--- config.mk ---
export PLATFORM = sky130hd
export DESIGN_NAME = sum_until_zero_proc
export DESIGN_NICKNAME = d
export VERILOG_FILES = /design/src/rtl/sum_until_zero_proc_pkg.sv /design/src/rtl/sum_until_zero_proc_en_register.sv /design/src/rtl/sum_until_zero_proc.sv
export SDC_FILE = /design/constraint.sdc
export NUM_CORES = 1
export LEC_CHECK = 0
export ABC_AREA = 1
export BUFFER_PORTS_ARGS = -buffer_cell sky130_fd_sc_hd__buf_2
export CORE_ASPECT_RATIO = 1.5
export CORE_MARGIN = 2
export CORE_UTILIZATION = 49
export CTS_CLUSTER_SIZE = 20
export DETAILED_ROUTE_END_ITERATION = 6
export GPL_TIMING_DRIVEN = 0
export PLACE_DENSITY = 0.81
export SLEW_MARGIN = 5
export SYNTH_ARGS = -nofsm -noshare
export SYNTH_HDL_FRONTEND = slang
export SYNTH_SLANG_ARGS = --single-unit
--- constraint.sdc ---
create_clock -name clk -period 1.69 [get_ports clk]
set_input_delay 0.0845 -clock clk [delete_from_list [all_inputs] [get_ports clk]]
set_output_delay 0.0845 -clock clk [all_outputs]
set_load 0.05 [all_outputs]
--- src/rtl/sum_until_zero_proc_pkg.sv ---
// Shared types and default widths for the sum-until-zero processor.
package sum_proc_pkg;

  typedef enum logic [1:0] {
    IDLE = 2'd0,
    WAIT = 2'd1,
    DONE = 2'd2
  } state_t;

  localparam int DEF_WIDTH     = 8;
  localparam int DEF_SUM_WIDTH = 16;
  localparam int DEF_CNT_WIDTH = 8;

endpackage

--- src/rtl/sum_until_zero_proc_en_register.sv ---
// Register with async reset, synchronous clear and load enable; clear wins over load.
module en_register #(
  parameter int WIDTH = 8
) (
  input  logic             clk,
  input  logic             reset,
  input  logic             clr,
  input  logic             en,
  input  logic [WIDTH-1:0] d,
  output logic [WIDTH-1:0] q
);

  always_ff @(posedge clk or posedge reset) begin
    if (reset)    q <= '0;
    else if (clr) q <= '0;
    else if (en)  q <= d;
  end

endmodule

--- src/rtl/sum_until_zero_proc.sv ---
// Accumulates a valid/ready operand stream until a zero operand arrives, then pulses done.
module sum_until_zero_proc
  import sum_proc_pkg::*;
#(
  parameter int WIDTH     = DEF_WIDTH,
  parameter int SUM_WIDTH = DEF_SUM_WIDTH,
  parameter int CNT_WIDTH = DEF_CNT_WIDTH
) (
  input  logic                 clk,
  input  logic                 reset,
  input  logic                 start,
  input  logic                 in_valid,
  output logic                 in_ready,
  input  logic [WIDTH-1:0]     in_data,
  output logic                 busy,
  output logic                 done,
  output logic [SUM_WIDTH-1:0] sum,
  output logic [CNT_WIDTH-1:0] count,
  output logic                 overflow
);

  state_t               state;
  logic                 accept;
  logic                 nz;
  logic                 clr;
  logic                 load;
  logic                 carry;
  logic [SUM_WIDTH-1:0] sum_nx;
  logic [CNT_WIDTH-1:0] cnt_nx;
  logic                 ov_nx;

  // Acceptance is decoded from state so in_ready never depends on in_valid.
  assign accept = in_valid && (state == WAIT);
  assign nz     = |in_data;
  assign clr    = start && (state == IDLE);
  assign load   = accept && nz;

  assign {carry, sum_nx} = {1'b0, sum} + {{(SUM_WIDTH + 1 - WIDTH){1'b0}}, in_data};
  assign cnt_nx = (&count) ? count : count + {{(CNT_WIDTH - 1){1'b0}}, 1'b1};
  assign ov_nx  = overflow | carry;

  en_register #(.WIDTH(SUM_WIDTH)) u_sum (
    .clk(clk), .reset(reset), .clr(clr), .en(load), .d(sum_nx), .q(sum)
  );

  en_register #(.WIDTH(CNT_WIDTH)) u_count (
    .clk(clk), .reset(reset), .clr(clr), .en(load), .d(cnt_nx), .q(count)
  );

  en_register #(.WIDTH(1)) u_overflow (
    .clk(clk), .reset(reset), .clr(clr), .en(load), .d(ov_nx), .q(overflow)
  );

  // Status outputs are registered alongside the state they describe.
  always_ff @(posedge clk or posedge reset) begin
    if (reset) begin
      state    <= IDLE;
      in_ready <= 1'b0;
      busy     <= 1'b0;
      done     <= 1'b0;
    end else begin
      case (state)
        IDLE: if (start) begin
          state    <= WAIT;
          in_ready <= 1'b1;
          busy     <= 1'b1;
        end
        WAIT: if (accept && !nz) begin
          state    <= DONE;
          in_ready <= 1'b0;
          done     <= 1'b1;
        end
        DONE: begin
          state <= IDLE;
          done  <= 1'b0;
          busy  <= 1'b0;
        end
        default: begin
          state    <= IDLE;
          in_ready <= 1'b0;
          busy     <= 1'b0;
          done     <= 1'b0;
        end
      endcase
    end
  end

endmodule

# --- After elaboration in Yosys (flattened, before gate mapping) ---
# Index checks and enable logic that the tools add are counted.
totals:
  reg_bits: 30
  inputBits: 12
  out_inout_bits: 28
op_classes:
  addsub: 2
  n_mux: 16
  eq_ne: 5
  bitwise_logic: 4
  n_reduce_logical: 14
ops:
  columns: ["op", "n"]
  rows:
  - ["two-way mux 16 bit", 2]
  - ["two-way mux 8 bit", 3]
  - ["adder 16 x 8 -> 17 bit", 1]
  - ["adder 8 x 1 -> 8 bit, second input constant", 1]
  - ["AND reduction 2 bit", 4]
  - ["AND reduction 8 bit", 1]
  - ["OR reduction 8 bit", 1]
  - ["two-way mux 1 bit", 5]
  - ["logical AND 1 bit", 4]
  - ["two-way mux 2 bit", 2]
  - ["!= test 2 bit, second input constant", 2]
  - ["case mux 1 bit (2 select lines)", 2]
  - ["case mux 2 bit (2 select lines)", 1]
  - ["inverter 1 bit", 3]
  - ["case mux 1 bit (3 select lines)", 1]
  - ["AND reduction 3 bit", 1]
  - ["equality test 2 x 1 -> 1 bit, second input constant", 1]
  - ["equality test 2 bit, second input constant", 1]
  - ["logical NOT 2 bit", 1]
  - ["!= test 2 x 1 -> 1 bit, second input constant", 1]
  - ["nonzero test 2 bit", 1]
  - ["logical NOT 1 bit", 1]
  - ["bitwise OR 1 bit", 1]

# --- Logic depth before layout (Yosys ltp) ---
# Gate-level depths: netlist of run 1.
depth:
  ltp_word: 5
  depth_mapped: 10

# --- By module ---
# Synthesis of run 1 repeated with hierarchy kept, for this count alone.
hier_totals:
  hier_cells: 307
  hier_area_um2: 2130.8
modules_own_cells:
  columns: ["module", "cells_per_inst", "seq_area_each_um2", "n_inst", "area_each_um2"]
  rows:
  - ["sum_until_zero_proc", 193, 125.1, 1, 1088.5]
  - ["en_register (u_sum)", 71, 400.4, 1, 654.4]
  - ["en_register (u_count)", 36, 200.2, 1, 339.1]
  - ["en_register (u_overflow)", 7, 25.0, 1, 48.8]

# --- Least setup slack after synthesis of run 1 ---
# OpenSTA, ideal clock, no wires.
synth_path:
  kind: "register to register"
  from: "register u_sum.q[0]"
  to: "register u_sum.q[12]"
  t_arrival_ns: 1.789
  setup_time_ns: 0.117
  period_less_slack_ns: 1.906
  stages_incl_launch_ff: 11
  required_ns: 1.573
  slack_ns: -0.216
  cell_sequence: "dfrtp_1 ha_1 fa_1 nand2_1 nand3_1 nand3_1 nand2_2 nand3_2 nand2_1 nand2_1 nor2_1"
synth_between:
  elab_chain_cells: 3
synth_lines:
  columns: ["element", "line_no", "rtl"]
  rows:
  - ["start, declared", "sum_until_zero_proc_en_register.sv:10", "output logic [WIDTH-1:0] q"]
  - ["start signal, assigned", "sum_until_zero_proc_en_register.sv:14", "if (reset) q <= '0;"]
  - ["start signal, assigned", "sum_until_zero_proc_en_register.sv:15", "else if (clr) q <= '0;"]
  - ["start signal, assigned", "sum_until_zero_proc_en_register.sv:16", "else if (en) q <= d;"]
  - ["adder 16 x 8 -> 17 bit", "sum_until_zero_proc.sv:38", "assign {carry, sum_nx} = {1'b0, sum} + {{(SUM_WIDTH + 1 - WIDTH){1'b0}}, in_data};"]
  - ["two-way mux 16 bit", "sum_until_zero_proc_en_register.sv:16", null]
  - ["two-way mux 16 bit", "sum_until_zero_proc_en_register.sv:15", null]
# No other way between the ends. The select of a mux whose other input is x is not followed.
# A chain may end at the register's enable or synchronous reset.

# --- Worst setup path after layout of run 1 ---
# Ends and elaborated chain as after synthesis.

==> out/metrics.json, run 1 <==
{
  "run_status": {
    "status": "finished, violations left",
    "failed_checks": "hold timing"
  },
  "timing": {
    "worst_slew_margin_rel_pct": 26.25,
    "timing.fmax_mhz": 603.0,
    "setup_viol": 0,
    "fin_worst_hold_slack_ps": -69.90,
    "final-hold-violation-count": 30,
    "period_minus_slack_ps": 1658,
    "min_period_over_period_pct": 98.12,
    "report.final.slew_viol_count": 0,
    "max_slew.worst_pin.slew_ps": 1099,
    "finClkSkew_ps": 12.87,
    "rsz0062_at_grt": "yes"
  },
  "grt": {
    "global_route_wire_length_before_repair_um": 8135,
    "grt_use_total_pct": 22.82,
    "grt-ovfl-total": 0,
    "grt_antenna_before_repair": 0,
    "vias_in_the_first_global_route": 1961,
    "grt_start_max_net_pins": 31
  },
  "layout": {
    "flow.area_growth_from_synthesis_pct": 27.96,
    "seq_area_um2": 762.0,
    "number_of_nets_in_the_final_layout": 343,
    "multi_input_area_um2": 1244,
    "finish.instance_area_um2": 2525,
    "antennaDiodeCount": 0,
    "fillers": 352,
    "post_layout_nonfiller_instances": 367,
    "share_of_final_layout_standard_cells_stronger_than_drive_strength_1_pct": 32.30
  },
  "synth": {
    "syn_nets": 294,
    "yosys_register_bits": 30,
    "synthDominantCellAreaShare_pct": 38.05,
    "synth.largest_area_cell": "sky130_fd_sc_hd__dfrtp_1",
    "synthesis.area_um2": 1973,
    "synthesis.yosys.warnings": 0,
    "avgSynthCellArea_um2": 7.254,
    "sequential_area_share_after_synthesis_pct": 38.05,
    "synth_area_leaders": "sky130_fd_sc_hd__dfrtp_1 (38%), sky130_fd_sc_hd__nand2_1 (16%), sky130_fd_sc_hd__nand3_1 (8.4%), sky130_fd_sc_hd__ha_1 (5.7%), sky130_fd_sc_hd__inv_1 (5.1%)",
    "postSynthCellCount": 272,
    "netlist-cell-type-count": 29
  },
  "clock_tree": {
    "cts-htree-levels": 2,
    "post_cts_hold_buffer_count": 0,
    "cts_tree": "done",
    "cts_num_sinks": 30,
    "clock_network_latency_to_the_later_pin_of_the_worst_skew_pair_ps": 290,
    "root_buffer": "sky130_fd_sc_hd__clkbuf_8",
    "cts-root-to-sink-buffers": 2,
    "clkSlewWorstSetupHoldPaths_ps": 70,
    "numCtsBuffers": 5
  },
  "die": {
    "placeableCoreArea_um2": 3889,
    "num_io_pins": 40,
    "die_w_um": 55.81,
    "die_height_um": 81.72,
    "fp-row-count": 28,
    "initial_core_util_pct": 50.74,
    "fp.dieArea_um2": 4561
  },
  "run": {
    "drv_cap": 0
  },
  "route": {
    "drt_drc_violations_left": 0,
    "viasPerCell": 5.311,
    "wire_per_inst_um": 13.37,
    "vias": 1949,
    "antenna_violating_nets_post_route": 0,
    "detail_route.first_pass.iterations": 4,
    "dr.first_iter.drc_count": 66,
    "drt_wl_total_um": 4906
  },
  "critical_path": {
    "regToRegEndpoint": "u_sum.q[12]$_DFFE_PP0P_",
    "required_ps": 1860,
    "timing.critical_path.to_type": "flip-flop",
    "r2r_setup_slack_ps": 30,
    "critPathLaunchType": "flip-flop",
    "timing.rr.start": "u_sum.q[0]$_DFFE_PP0P_",
    "worst-r2r-cell-count": 10,
    "timing.setup.critical_path_class": "flip-flop to flip-flop",
    "critical_path_arrival_ps": 1830,
    "cp_max_fo": 4
  },
  "placed_design": {
    "placement.io_buffers": 39,
    "place.gp.congestion": 0.8118,
    "dpl_cell_area_um2": 2251,
    "place.detailed.instances": 356,
    "detailed_place_hpwl_um": 3640
  },
  "power": {
    "largest_voltage_drop_on_the_vdd_net_mv": 1.280,
    "p_leak_nw": 1.335,
    "power.density_cell_area_nw_per_um2": 1863
  },
  "min_path": {
    "min_path_type": "primary input to async pin"
  }
}
==> layout by cell type (no fill, tap or decap), types with 4 or more instances in the layout <==
master,netlist,final
sky130_fd_sc_hd__nand3_1,33,25
sky130_fd_sc_hd__nand3_2,3,9
sky130_fd_sc_hd__a21oi_2,0,4
sky130_fd_sc_hd__ha_4,0,5
sky130_fd_sc_hd__o21ai_1,6,7
sky130_fd_sc_hd__nand2_2,7,9
sky130_fd_sc_hd__nor2_2,3,4
sky130_fd_sc_hd__dfrtp_2,0,9
sky130_fd_sc_hd__nor2_1,27,26
sky130_fd_sc_hd__a21oi_1,13,9
sky130_fd_sc_hd__clkbuf_8,0,8
sky130_fd_sc_hd__inv_1,27,26
sky130_fd_sc_hd__dfrtp_1,30,21
sky130_fd_sc_hd__nand2_1,83,80
sky130_fd_sc_hd__xor2_1,4,4
sky130_fd_sc_hd__buf_2,1,40
sky130_fd_sc_hd__o21ai_0,7,6
==> stage by stage <==
step	TNS [ps]	power (mW)	worst slack (ps)	util, %
after floorplan	0	3.164	0.5296	-
final	0	4.704	31.72	64.93
after detailed placement	-0.2917	3.740	-0.2917	57.88
after global placement	0	3.670	40.43	57.88
after CTS	-2.835	4.445	-2.835	60.84
after global routing	-203.7	5.028	-75.86	64.93
==> report_power, final <==
part	switching, mW	internal [mW]
sequential	0.316	0.978
combinational	1.89	0.830
clock	0.282	0.411
==> state kept, by name, summed over array words and instances, names as in the netlist <==
| signal | count |
|---|---|
| state | 2 |
| u_overflow.q | 1 |
| busy | 1 |
| u_sum.q | 16 |
| in_ready | 1 |
| done | 1 |
| u_count.q | 8 |
==> layer usage <==
metal,track usage [%],vias to the layer above,wire length [um]
met5,0,-,0
li1,-,974,-
met4,10.48,0,132
met3,3.937,13,150
met1,23.18,924,1907
met2,45.12,38,2715
==> synth_stat cells <==
master	count
sky130_fd_sc_hd__xor2_1	4
sky130_fd_sc_hd__o21ai_0	7
sky130_fd_sc_hd__inv_4	1
sky130_fd_sc_hd__nor2_4	1
sky130_fd_sc_hd__nand3_1	33
sky130_fd_sc_hd__dfrtp_1	30
sky130_fd_sc_hd__nand2_4	2
sky130_fd_sc_hd__nand4_2	1
sky130_fd_sc_hd__fa_1	1
sky130_fd_sc_hd__nand2_1	83
sky130_fd_sc_hd__nand3_2	3
sky130_fd_sc_hd__a21boi_0	1
sky130_fd_sc_hd__o21ai_4	1
sky130_fd_sc_hd__buf_6	1
sky130_fd_sc_hd__inv_1	27
sky130_fd_sc_hd__nand2_2	7
sky130_fd_sc_hd__ha_1	9
sky130_fd_sc_hd__nor2_1	27
sky130_fd_sc_hd__nor3_1	2
sky130_fd_sc_hd__buf_2	1
sky130_fd_sc_hd__o21ai_1	6
sky130_fd_sc_hd__clkinv_1	1
sky130_fd_sc_hd__inv_2	1
sky130_fd_sc_hd__xnor2_1	1
sky130_fd_sc_hd__a21oi_1	13
sky130_fd_sc_hd__a21o_1	1
sky130_fd_sc_hd__nand3b_1	1
sky130_fd_sc_hd__nor2_2	3
sky130_fd_sc_hd__nand4_1	3
==> worst max-delay path, stage by stage (launching register included) <==
cell                      delay, ps
sky130_fd_sc_hd__dfrtp_2        430
sky130_fd_sc_hd__ha_4           170
sky130_fd_sc_hd__fa_2           420
sky130_fd_sc_hd__nand2_2         80
sky130_fd_sc_hd__nand3_2         70
sky130_fd_sc_hd__nand3_2         90
sky130_fd_sc_hd__nand2_4         60
sky130_fd_sc_hd__nand3_2         70
sky130_fd_sc_hd__nand2_1         50
sky130_fd_sc_hd__nand2_1         50
sky130_fd_sc_hd__nor2_1          40
==> worst max path at each step <==
stage / startpoint / endpoint / cells past startpoint
after floorplan: u_sum.q[0]$_DFFE_PP0P_ / u_sum.q[12]$_DFFE_PP0P_ / 10
after global placement: u_sum.q[2]$_DFFE_PP0P_ / u_sum.q[15]$_DFFE_PP0P_ / 7
after CTS: u_sum.q[0]$_DFFE_PP0P_ / u_sum.q[12]$_DFFE_PP0P_ / 10
after global routing: u_sum.q[0]$_DFFE_PP0P_ / u_sum.q[12]$_DFFE_PP0P_ / 10
final: u_sum.q[0]$_DFFE_PP0P_ / u_sum.q[12]$_DFFE_PP0P_ / 10
after detailed placement: u_sum.q[2]$_DFFE_PP0P_ / u_sum.q[15]$_DFFE_PP0P_ / 7
==> layout make-up <==
class                           instances  share of cell area [%]
Multi-Input combinational cell        210                   49.26
Inverter                               30                   4.559
Tap cell                               45                   2.230
Sequential cell                        30                   30.18
Buffer                                  2                  0.6442
Timing Repair Buffer                   42                   8.771
Clock buffer                            8                   4.361
==> logic make-up after synthesis <==
family                     synth area share (%)
DFF                                       38.05
buffers and inverters                     6.658
adders and majority gates                 6.722
and+or+nand+nor                           38.17
AOI/OAI and AO/OA                         8.180
xor gates and xnor gates                  2.219
==> what timing repair did <==
| action | CTS | global route |
|---|---|---|
| buffers inserted | 0 | 3 |
| pin swaps | 0 | 9 |
| resized for setup | 1 | 28 |
| hold endpoints to repair | 0 | 0 |
| setup endpoints to repair | 2 | 11 |
Power figures use the tool's default switching activity.
==> run 2: changes to the inputs <==
CORE_UTILIZATION = 51   (was 49)
CTS_BUF_LIST = sky130_fd_sc_hd__clkbuf_4 sky130_fd_sc_hd__clkbuf_8   (was not set)
PLACE_DENSITY = 0.84   (was 0.81)
==> run 2 against run 1 <==
The flow still finishes with violations (hold timing). Global-route usage increased by 2.1 points. Flip-flop and latch count did not move. First-iteration DRC count fell by 50%. Wire length decreased by 2.0%. Critical path type unchanged. Highest routed layer unchanged.
==> out/metrics.json, run 2 (synthesis results as in run 1) <==
{
  "clock_tree": {
    "numCtsBuffers": 5,
    "cts_num_sinks": 30,
    "clock_network_latency_to_the_later_pin_of_the_worst_skew_pair_ps": 290,
    "cts-root-to-sink-buffers": 2,
    "cts_tree": "done",
    "clkSlewWorstSetupHoldPaths_ps": 70,
    "root_buffer": "sky130_fd_sc_hd__clkbuf_8",
    "cts-htree-levels": 2
  },
  "min_path": {
    "min_path_type": "primary input to async pin"
  },
  "route": {
    "dr.first_iter.drc_count": 33,
    "antenna_violating_nets_post_route": 0,
    "drt_wl_total_um": 4810,
    "wire_per_inst_um": 13.21,
    "viasPerCell": 5.368,
    "detail_route.first_pass.iterations": 4,
    "vias": 1954,
    "drt_drc_violations_left": 0
  },
  "placed_design": {
    "place.detailed.instances": 354,
    "place.gp.congestion": 0.8321,
    "detailed_place_hpwl_um": 3615,
    "placement.io_buffers": 39
  },
  "power": {
    "p_leak_nw": 1.313,
    "seqPwrFrac_pct": 28.5,
    "p_int_mw": 2.099,
    "p_comb_share_pct": 57.6,
    "largest_voltage_drop_on_the_vdd_net_mv": 1.287,
    "clock_power_share_pct": 13.9,
    "total_power_mw": 4.518,
    "switching_part_of_the_total_power_pct": 53.54,
    "power.density_cell_area_nw_per_um2": 1853,
    "power.net_switching_mw": 2.419
  },
  "critical_path": {
    "required_ps": 1870,
    "timing.setup.critical_path_class": "flip-flop to flip-flop",
    "worst-r2r-cell-count": 10,
    "timing.rr.start": "u_sum.q[0]$_DFFE_PP0P_",
    "cp_max_fo": 4,
    "critical_path_arrival_ps": 1840,
    "r2r_setup_slack_ps": 20,
    "critPathLaunchType": "flip-flop",
    "regToRegEndpoint": "u_sum.q[12]$_DFFE_PP0P_",
    "timing.critical_path.to_type": "flip-flop"
  },
  "die": {
    "die_height_um": 80.18,
    "fp-row-count": 27,
    "num_io_pins": 40,
    "fp.dieArea_um2": 4393,
    "die_w_um": 54.79,
    "initial_core_util_pct": 53.58,
    "placeableCoreArea_um2": 3682
  },
  "timing": {
    "period_minus_slack_ps": 1667,
    "fin_worst_hold_slack_ps": -76.63,
    "worst_slew_margin_rel_pct": 26.53,
    "setup_viol": 0,
    "final-hold-violation-count": 30,
    "final.setup.tns_ps": 0,
    "max_slew.worst_pin.slew_ps": 1095,
    "min_period_over_period_pct": 98.66,
    "timing.fmax_mhz": 599.8,
    "rsz0062_at_grt": "yes",
    "finClkSkew_ps": 7.835,
    "report.final.slew_viol_count": 0
  },
  "layout": {
    "most-common-layout-cells": "sky130_fd_sc_hd__nand2_1 (82), sky130_fd_sc_hd__buf_2 (40), sky130_fd_sc_hd__nand3_1 (28), sky130_fd_sc_hd__inv_1 (26), sky130_fd_sc_hd__nor2_1 (26)",
    "share_of_final_layout_standard_cells_stronger_than_drive_strength_1_pct": 29.28,
    "largest_registers": "u_sum.q: 16 flops, u_count.q: 8 flops, state: 2 flops",
    "number_of_nets_in_the_final_layout": 342,
    "registers.top_by_ff_count": "u_sum.q",
    "fillers": 339,
    "antennaDiodeCount": 0,
    "post_layout_nonfiller_instances": 364,
    "postLayoutCoreUtil_pct": 66.19,
    "largest_register_ffs": 16,
    "flow.area_growth_from_synthesis_pct": 23.53,
    "commonest_non_fill_non_tap_cell_in_the_layout": "sky130_fd_sc_hd__nand2_1"
  },
  "grt": {
    "global_route_wire_length_before_repair_um": 7900,
    "grt_start_max_net_pins": 31,
    "grt_use_total_pct": 24.96,
    "grt_antenna_before_repair": 0,
    "grt-ovfl-total": 0,
    "vias_in_the_first_global_route": 1872
  },
  "run_status": {
    "failed_checks": "hold timing",
    "status": "finished, violations left"
  },
  "run": {
    "drv_cap": 0
  }
}
-- run 2: what timing repair did --
| item | in CTS | in global routing |
|---|---|---|
| pin swaps | 0 | 6 |
| buffers inserted | 0 | 2 |
| resized for setup | 1 | 15 |
| hold buffers | 0 | 0 |
| gates cloned | 0 | 0 |
| endpoints found under the setup margin | 2 | 12 |
-- run 2: cell type report --
cell class	count	area [um2]	area share (%)
plain buffers	2	16.27	0.6674
clock buffers	7	90.09	3.696
clock inverters	1	5.005	0.2053
inverters	30	115.1	4.723
multi-input cells	210	1185	48.61
flip-flops and latches	30	762.0	31.26
well taps	43	53.80	2.207
repair buffers	41	210.2	8.624
-- run 2: worst max-delay path: stages, from the launching register on --
cell and delay (ps):
sky130_fd_sc_hd__dfrtp_2 430, sky130_fd_sc_hd__ha_4 180, sky130_fd_sc_hd__fa_2 430, sky130_fd_sc_hd__nand2_2 80
sky130_fd_sc_hd__nand3_2 70, sky130_fd_sc_hd__nand3_2 90, sky130_fd_sc_hd__nand2_4 60, sky130_fd_sc_hd__nand3_2 70
sky130_fd_sc_hd__nand2_1 50, sky130_fd_sc_hd__nand2_1 50, sky130_fd_sc_hd__nor2_1 40
-- run 2: worst max path at each step --
| stage | from | to | depth (start not counted) |
|---|---|---|---|
| after detailed placement | u_sum.q[2]$_DFFE_PP0P_ | u_sum.q[15]$_DFFE_PP0P_ | 7 |
| after global routing | u_sum.q[0]$_DFFE_PP0P_ | u_sum.q[12]$_DFFE_PP0P_ | 10 |
| final | u_sum.q[0]$_DFFE_PP0P_ | u_sum.q[12]$_DFFE_PP0P_ | 10 |
| after global placement | u_sum.q[2]$_DFFE_PP0P_ | u_sum.q[15]$_DFFE_PP0P_ | 7 |
| after CTS | u_sum.q[0]$_DFFE_PP0P_ | u_sum.q[12]$_DFFE_PP0P_ | 10 |
| after floorplan | u_sum.q[0]$_DFFE_PP0P_ | u_sum.q[12]$_DFFE_PP0P_ | 10 |
-- run 2: per-stage QoR --
| stage | instance area, um2 | setup slack (ps) |
|---|---|---|
| 3_5_place_dp | 2248 | -18.51 |
| 5_1_grt | 2437 | -58.38 |
| 6_report | 2437 | 22.65 |
| 4_1_cts | 2349 | 0.5178 |
| 3_3_place_gp | 2248 | 40.63 |
| 2_1_floorplan | 1999 | 0.5296 |
-- run 2: metal layers --
metal | global-route usage [%] | vias up | share of wire (%)
met5 | 0 | - | 0
met4 | 13.50 | 0 | 3.3
met3 | 5.204 | 15 | 4.2
met2 | 44.05 | 52 | 56
met1 | 25.96 | 909 | 37
li1 | - | 978 | -
-- run 2: power groups by stage --
stage / registers [mW] / clock network (mW) / logic [mW]
3_5_place_dp: 1.28 / 0 / 2.46
6_report: 1.29 / 0.626 / 2.60
2_1_floorplan: 2.05 / 0 / 1.11
4_1_cts: 1.27 / 0.636 / 2.47
5_1_grt: 1.33 / 0.666 / 2.86
3_3_place_gp: 1.27 / 0 / 2.40
